--- src/rtl/alu_pkg.sv ---
// alu_pkg: shared definitions for the ALU control block.
//   ALU_W        data width of operands and results
//   ARITH..SHIFT unit-select codes carried in cmd_op[3:2]
//   state_e      controller state encoding (ST_RSVD only fills the 2-bit code space)
//   lat_load     counter preload (LAT-1) for a given unit select
package alu_pkg;

  localparam int ALU_W = 16;

  localparam logic [1:0] ARITH = 2'b00;
  localparam logic [1:0] LOGIC = 2'b01;
  localparam logic [1:0] CMP   = 2'b10;
  localparam logic [1:0] SHIFT = 2'b11;

  typedef enum logic [1:0] {
    ST_IDLE = 2'b00,
    ST_EXEC = 2'b01,
    ST_DONE = 2'b10,
    ST_RSVD = 2'b11
  } state_e;

  // Counter preload: the counter expires after LAT execute cycles.
  function automatic logic [1:0] lat_load(input logic [1:0] usel,
                                          input int arith_lat,
                                          input int other_lat);
    int lat;
    lat = (usel == ARITH) ? arith_lat : other_lat;
    return 2'(lat - 1);
  endfunction

endpackage

--- src/rtl/alu_lat_counter.sv ---
// alu_lat_counter: 2-bit down-counter timing the execute phase.
//   CLK       clock, rising edge
//   RST       synchronous active-low reset
//   load      load load_val (has priority over dec)
//   load_val  value to load
//   dec       decrement by one
//   zero      count is zero
module alu_lat_counter (
  input  logic       CLK,
  input  logic       RST,
  input  logic       load,
  input  logic [1:0] load_val,
  input  logic       dec,
  output logic       zero
);

  logic [1:0] cnt_q, cnt_d;

  always_comb begin
    cnt_d = cnt_q;
    if (load)     cnt_d = load_val;
    else if (dec) cnt_d = cnt_q - 2'd1;
  end

  always_ff @(posedge CLK) begin
    if (!RST) cnt_q <= '0;
    else      cnt_q <= cnt_d;
  end

  assign zero = (cnt_q == 2'd0);

endmodule

--- src/rtl/alu_ctrl_fsm.sv ---
// alu_ctrl_fsm: sequences one command at a time through an external ALU unit.
//   CLK, RST               clock / synchronous active-low reset
//   cmd_valid/ready        command channel; cmd_op[3:2] unit, [1:0] function
//   cmd_a, cmd_b           operands, latched on accept
//   unit_sel/func/en       control to the external unit decoder and units
//   op_a, op_b             latched operands to the units
//   unit_result, unit_flag result from the selected unit
//   res_valid/ready        result channel carrying res_data / res_flag
//   busy                   high whenever not IDLE
// Flow: IDLE --accept--> EXEC (LAT cycles) --capture--> DONE --res handshake--> IDLE
module alu_ctrl_fsm
  import alu_pkg::*;
#(
  parameter int ARITH_LAT = 2,
  parameter int OTHER_LAT = 1
) (
  input  logic             CLK,
  input  logic             RST,
  input  logic             cmd_valid,
  output logic             cmd_ready,
  input  logic [3:0]       cmd_op,
  input  logic [ALU_W-1:0] cmd_a,
  input  logic [ALU_W-1:0] cmd_b,
  output logic [1:0]       unit_sel,
  output logic [1:0]       unit_func,
  output logic             unit_en,
  output logic [ALU_W-1:0] op_a,
  output logic [ALU_W-1:0] op_b,
  input  logic [ALU_W-1:0] unit_result,
  input  logic             unit_flag,
  output logic             res_valid,
  input  logic             res_ready,
  output logic [ALU_W-1:0] res_data,
  output logic             res_flag,
  output logic             busy
);

  state_e           state_q, state_d;
  logic [3:0]       op_q, op_d;
  logic [ALU_W-1:0] a_q, a_d, b_q, b_d;
  logic [ALU_W-1:0] res_data_q, res_data_d;
  logic             res_flag_q, res_flag_d;
  logic             cnt_load, cnt_dec, cnt_zero;

  alu_lat_counter u_cnt (
    .CLK      (CLK),
    .RST      (RST),
    .load     (cnt_load),
    .load_val (lat_load(cmd_op[3:2], ARITH_LAT, OTHER_LAT)),
    .dec      (cnt_dec),
    .zero     (cnt_zero)
  );

  always_comb begin
    state_d    = state_q;
    op_d       = op_q;
    a_d        = a_q;
    b_d        = b_q;
    res_data_d = res_data_q;
    res_flag_d = res_flag_q;
    cnt_load   = 1'b0;
    cnt_dec    = 1'b0;
    case (state_q)
      ST_IDLE: begin
        if (cmd_valid) begin
          op_d     = cmd_op;
          a_d      = cmd_a;
          b_d      = cmd_b;
          cnt_load = 1'b1;
          state_d  = ST_EXEC;
        end
      end
      ST_EXEC: begin
        // Counter at zero marks the last execute cycle: unit output is final.
        if (cnt_zero) begin
          res_data_d = unit_result;
          res_flag_d = unit_flag;
          state_d    = ST_DONE;
        end else begin
          cnt_dec = 1'b1;
        end
      end
      ST_DONE: begin
        if (res_ready) state_d = ST_IDLE;
      end
      default: state_d = ST_IDLE;
    endcase
  end

  always_ff @(posedge CLK) begin
    if (!RST) begin
      state_q    <= ST_IDLE;
      op_q       <= '0;
      a_q        <= '0;
      b_q        <= '0;
      res_data_q <= '0;
      res_flag_q <= 1'b0;
    end else begin
      state_q    <= state_d;
      op_q       <= op_d;
      a_q        <= a_d;
      b_q        <= b_d;
      res_data_q <= res_data_d;
      res_flag_q <= res_flag_d;
    end
  end

  // Unit controls come straight from the command register, so they only
  // change on accept and hold otherwise.
  assign cmd_ready = (state_q == ST_IDLE);
  assign unit_en   = (state_q == ST_EXEC);
  assign res_valid = (state_q == ST_DONE);
  assign busy      = (state_q != ST_IDLE);
  assign unit_sel  = op_q[3:2];
  assign unit_func = op_q[1:0];
  assign op_a      = a_q;
  assign op_b      = b_q;
  assign res_data  = res_data_q;
  assign res_flag  = res_flag_q;

endmodule

--- config.mk ---
export PLATFORM = sky130hd
export DESIGN_NAME = alu_ctrl_fsm
export DESIGN_NICKNAME = d
export VERILOG_FILES = /design/src/rtl/alu_pkg.sv /design/src/rtl/alu_lat_counter.sv /design/src/rtl/alu_ctrl_fsm.sv
export SDC_FILE = /design/constraint.sdc
export NUM_CORES = 1
export LEC_CHECK = 0
export CAP_MARGIN = 20
export CELL_PAD_IN_SITES_DETAIL_PLACEMENT = 1
export CELL_PAD_IN_SITES_GLOBAL_PLACEMENT = 2
export CORE_MARGIN = 2
export CORE_UTILIZATION = 23
export CTS_CLUSTER_SIZE = 16
export DETAILED_ROUTE_END_ITERATION = 8
export HOLD_SLACK_MARGIN = 0.05
export PLACE_DENSITY = 0.86
export REMOVE_ABC_BUFFERS = 1
export SKIP_LAST_GASP = 1
export SLEW_MARGIN = 20
export SYNTH_ARGS = -nofsm -noshare
export SYNTH_HDL_FRONTEND = slang
export SYNTH_SLANG_ARGS = --single-unit
--- constraint.sdc ---
create_clock -name CLK -period 4.1 [get_ports CLK]
set_clock_uncertainty 0.05 [all_clocks]
set_input_delay 0.41 -clock CLK [delete_from_list [all_inputs] [get_ports CLK]]
set_output_delay 0.41 -clock CLK [all_outputs]
set_load 0.005 [all_outputs]
# Yosys cells after proc, flatten, opt, wreduce, memory -nomap -nowiden
# Cells that the tools add are included.
# classes
n_eq_ne,5
reduce_logical,8
mux,11
add_sub_neg,2
# ops
operator,count
$mux 2,6
$logic_not 2->1,3
$pmux 2 s3,1
$mux 1,4
$ne 2x1->1 const B,2
$reduce_and 2->1,2
$reduce_bool 2->1,2
$sub 2x1->2 const B,2
$reduce_and 3->1,1
$eq 2x1->1 const B,1
$eq 2x2->1 const B,1
$ne 2x2->1 const B,1
# word_totals
reg_bits,57
wordCells,33
input_bits,57
out_inout_bits,57

# Depth between registers and ports, before layout
# depth
ltp_word,5
ltp_mapped,5
mapped_depth_nobuf,3

# Cells and area by module
# A second synthesis with hierarchy kept.
# hier_totals
cells_unflattened,260
hier_area_um2,2377.3
# modules_own_cells
module,seq_area_each_um2,instances,area_per_inst_um2,cells_per_inst
alu_ctrl_fsm,1101.1,1,2257.2,247
alu_lat_counter,40.0,1,120.1,13

# Least setup slack after synthesis
# No wires, ideal clock.
# synth_path
path_type,input-to-reg
startpoint,in cmd_valid
endpoint,reg b_q[0] (netlist: op_b[0])
arrival_ns,1.140
setup_ns,0.122
t_required_ns,3.928
cell_stages,5
setup_slack_ns,2.788
path_cell_list,or3b_1 > buf_4 > buf_6 > nand2_1 > a21boi_0
# synth_between
elab_chain_cells,1
# synth_lines
item,line,rtl
from (decl),alu_ctrl_fsm.sv:19,"input logic cmd_valid,"
$reduce_and 2->1 (no line),-,
to (signal assigned),alu_ctrl_fsm.sv:95,b_q <= '0;
to (signal assigned),alu_ctrl_fsm.sv:102,b_q <= b_d;
to (decl),alu_ctrl_fsm.sv:40,"logic [ALU_W-1:0] a_q, a_d, b_q, b_d;"
# Every way passes these cells.
# A chain may end at the register's enable or synchronous reset.

# Worst setup path in the final report
# layout_path
startpoint,reg state_q[1]
endpoint,out res_valid
# layout_between
elab_chain_cells,1
# layout_lines
item,line,rtl
from (decl),alu_ctrl_fsm.sv:38,"state_e state_q, state_d;"
from (signal assigned),alu_ctrl_fsm.sv:99,state_q <= state_d;
$eq 2x2->1,alu_ctrl_fsm.sv:112,assign res_valid = (state_q == ST_DONE);
to (decl),alu_ctrl_fsm.sv:31,"output logic res_valid,"
# Every way passes these cells.

==> summary.txt <==
Worst setup path
  – Critical Path End: res_valid
  – Crit-path max cell delay: 0.54 ns
  – Critical path data arrival time: 1.59 ns
  – WS Path Type: flip-flop to primary output
  – Worst Setup SP: state_q[1]$_SDFFE_PN0P_
  – Critical path depth: 2
  – Crit path max-delay family: buffers and inverters
  – Required @ worst endpoint: roughly 3.6 ns
  – Slowest stage cell, crit path: clkdlybuf4s50_1
  – Worst reg2reg endpoint: u_cnt.cnt_q[0]$_SDFFE_PN0P_
  – Critical R2R Launch: state_q[0]$_SDFFE_PN0P_
  – Worst R2R Setup Slack: 2.64 ns
  – R2R cell count: 4
  – CP Launch Type: flip-flop
  – Worst path bufs/invs: 1
  – Worst-path fanout max: 7
  – Worst Setup End Kind: primary output
  – Worst-path cell chain: nor2b_1 -> clkdlybuf4s50_1

STA
  – Final Hold Vio Count: 0
  – Final period utilization: 0.499
  – Worst rel slew slack: 0.572
  – Worst hold slack: 0.399 ns
  – Fin Setup TNS: 0 ns
  – Slew Limit Fails: 0
  – # setup viols final: 0
  – Worst Max-Slew Pin Slew: 0.642 ns
  – Fmax achieved: 0.489 GHz
  – Crit path time final: 2.05 ns
  – RSZ-0062 raised after global routing: no

Final layout
  – Share of layout cells above drive strength 1: 0.0545
  – Layout net count: between 400 and 500
  – Area grow syn2layout: 63.6%
  – FILL cells: 1,087
  – Fin cells: between 400 and 500
  – Diode count: 0
  – Post-route cell area: 3570 um^2

Placement
  – Gp weighted congestion: about 0.64
  – IO Port Bufs: 113
  – Dpl cells: 481
  – Post-DP HPWL: 4220 um
  – Area after DPL: 3370 um^2

Power and ir drop
  – P_leak: 1.28 nW
  – Sequential share of power: 0.450
  – Clk pwr share: 0.382
  – Total chip power: 0.00136 W
  – Total power divided by cell area: 381 nW/um^2
  – Peak VDD IR: between 0.15 and 0.2 mV
  – Switching power share of the total: 0.237
  – Psw: roughly 0.00032 W
  – Internal cell power: 0.00104 W
  – Comb power frac: 0.168

Clock tree
  – Cts hold-fix bufs: 0
  – Root Buffer: clkbuf_8
  – Clock transition at the registers of the reported paths: approximately 0.06 ns
  – CTS tree: built
  – Setup Fix Bufs, Post-CTS: 0
  – Clock Tree Buf Depth: 2
  – Clk sinks: 57
  – Num CTS Buffers: 9
  – H-Tree Depth: 3
  – Resized cells post-CTS: 0
  – Worst skew pair latency: 0.32 ns

Floorplanning
  – Initial Util: 0.236
  – I/O Pins: 114
  – Total core area: 9240 um^2
  – Core Rows: 35
  – Die Y-Extent: 101 um
  – Full die area: 10,300 um^2
  – Die X: 101 um

GRT
  – Initial antenna violation count: 0
  – Vias in the first global route: 2,077
  – All-Layer GR Usage: 0.123
  – Largest net degree at the start of global routing: 75
  – First-pass GRT wire length: a little under 10,000 um
  – Grt ovf: 0

Route
  – Routed len/inst: 12.6 um
  – WL final: 6260 um
  – # DRC: 0
  – Vias per Instance: 4.19
  – Detailed router's first-iteration violation count: 45
  – Detail Route Antenna Nets: 0
  – DR pass1 iterations: 3
  – Routed via count: about 2,100

Yosys
  – Distinct cells, synth: 22
  – Syn. warnings: 0
  – Syn_area_per_cell: between 8 and 9 um^2
  – Share of the synthesized area in the top cell type: 0.523
  – Sequential element share of the synthesized area: 0.523
  – Cells after synthesis: 255
  – Post-synthesis cell area: 2180 um^2
  – Leading area contributor after synthesis: dfxtp_1
  – Synth area leaders: dfxtp_1, nand2_1, a21boi_0
  – #FFs+latches synth: 57

Flow run
  – Max-cap violations: 0

Outcome
  – Status: finished clean

Hold path
  – Worst hold path type: flip-flop to flip-flop
-- synthesized netlist by cell type (all sizes together) --
cell     n
clkbuf   7
o21ai   21
nand2   90
nor2b    2
inv      3
o21a     1
nor4b    1
or3b     1
and4     1
nor3b    1
a211oi   1
nor2     2
buf     12
dfxtp   57
nand3   17
a21boi  37
and2b    1
-- flip-flops by register name, summed over array words and instances, names as in the netlist --
name / cells
op_b: 16
u_cnt.cnt_q: 2
op_a: 16
res_flag: 1
res_data: 16
state_q: 2
op_q: 4
-- power groups by stage --
stage          Sequential, W  Combinational [W]  Clock (W)
3_3_place_gp        0.000623           0.000227          0
5_1_grt             0.000617           0.000254   0.000572
3_5_place_dp        0.000625           0.000232          0
2_1_floorplan       0.000625          0.0000651          0
4_1_cts             0.000613           0.000234   0.000551
6_report            0.000613           0.000228   0.000520
-- worst register-to-register path, stage by stage (launching register included) --
cell and delay, ns:
dfxtp_1 0.39, nor3b_4 0.20, buf_4 0.38, o21ai_0 0.15, and4_1 0.19
-- metal layers --
metal | track usage | share of wire | vias to the layer above
met3 | 0.0752 | 0.11 | 4
met4 | 0.0312 | 0.0053 | 0
met5 | 0 | 0 | -
met2 | 0.196 | 0.45 | 82
met1 | 0.140 | 0.43 | 947
li1 | - | - | 1047
-- placed cells by master (no fill, tap or decap), drive strengths merged --
| master | synthesis | layout |
|---|---|---|
| a211oi | 1 | 1 |
| a21boi | 37 | 37 |
| and2b | 1 | 1 |
| and4 | 1 | 1 |
| buf | 12 | 4 |
| bufinv | 0 | 1 |
| clkbuf | 7 | 12 |
| clkdlybuf4s50 | 0 | 112 |
| clkinv | 0 | 2 |
| dfxtp | 57 | 57 |
| inv | 3 | 3 |
| nand2 | 90 | 90 |
| nand3 | 17 | 17 |
| nor2 | 2 | 2 |
| nor2b | 2 | 2 |
| nor3b | 1 | 1 |
| nor4b | 1 | 1 |
| o21a | 1 | 1 |
| o21ai | 21 | 21 |
| or3b | 1 | 1 |
-- through the flow --
| step | setup WS (ns) | util |
|---|---|---|
| after global routing | 1.94 | 0.386 |
| after CTS | 2.01 | 0.386 |
| final | 2.05 | 0.386 |
| after floorplan | 2.00 | - |
| after global placement | 2.13 | 0.365 |
| after detailed placement | 2.09 | 0.365 |
-- area by class of cell --
cell class	instances	area, um^2	share of cell area
sequential	57	1140	0.320
clock inverter	3	40.0	0.0112
multi-input combinational	176	908	0.255
timing repair buffer	116	1150	0.323
inverter	3	11.3	0.00316
clock buffer	12	155	0.0435
tap	129	161	0.0452
-- worst min-delay path by stage --
stage	endpoint	depth (start not counted)	slack, ns	from
2_1_floorplan	res_data[3]$_SDFFE_PN0P_	2	0.39	res_data[3]$_SDFFE_PN0P_
3_3_place_gp	res_data[4]$_SDFFE_PN0P_	2	0.38	res_data[4]$_SDFFE_PN0P_
3_5_place_dp	res_data[4]$_SDFFE_PN0P_	2	0.40	res_data[4]$_SDFFE_PN0P_
4_1_cts	res_data[4]$_SDFFE_PN0P_	2	0.40	res_data[4]$_SDFFE_PN0P_
5_1_grt	op_a[2]$_SDFFE_PN0N_	2	0.43	op_a[2]$_SDFFE_PN0N_
6_report	res_data[4]$_SDFFE_PN0P_	2	0.40	res_data[4]$_SDFFE_PN0P_
-- logic make-up after synthesis --
kind of cell	share of synthesized area
AO/OA/AOI/OAI	0.182
AND/OR/NAND/NOR	0.231
buffers and inverters	0.0631
flip-flops	0.523
(Power assumes the default switching activity.)
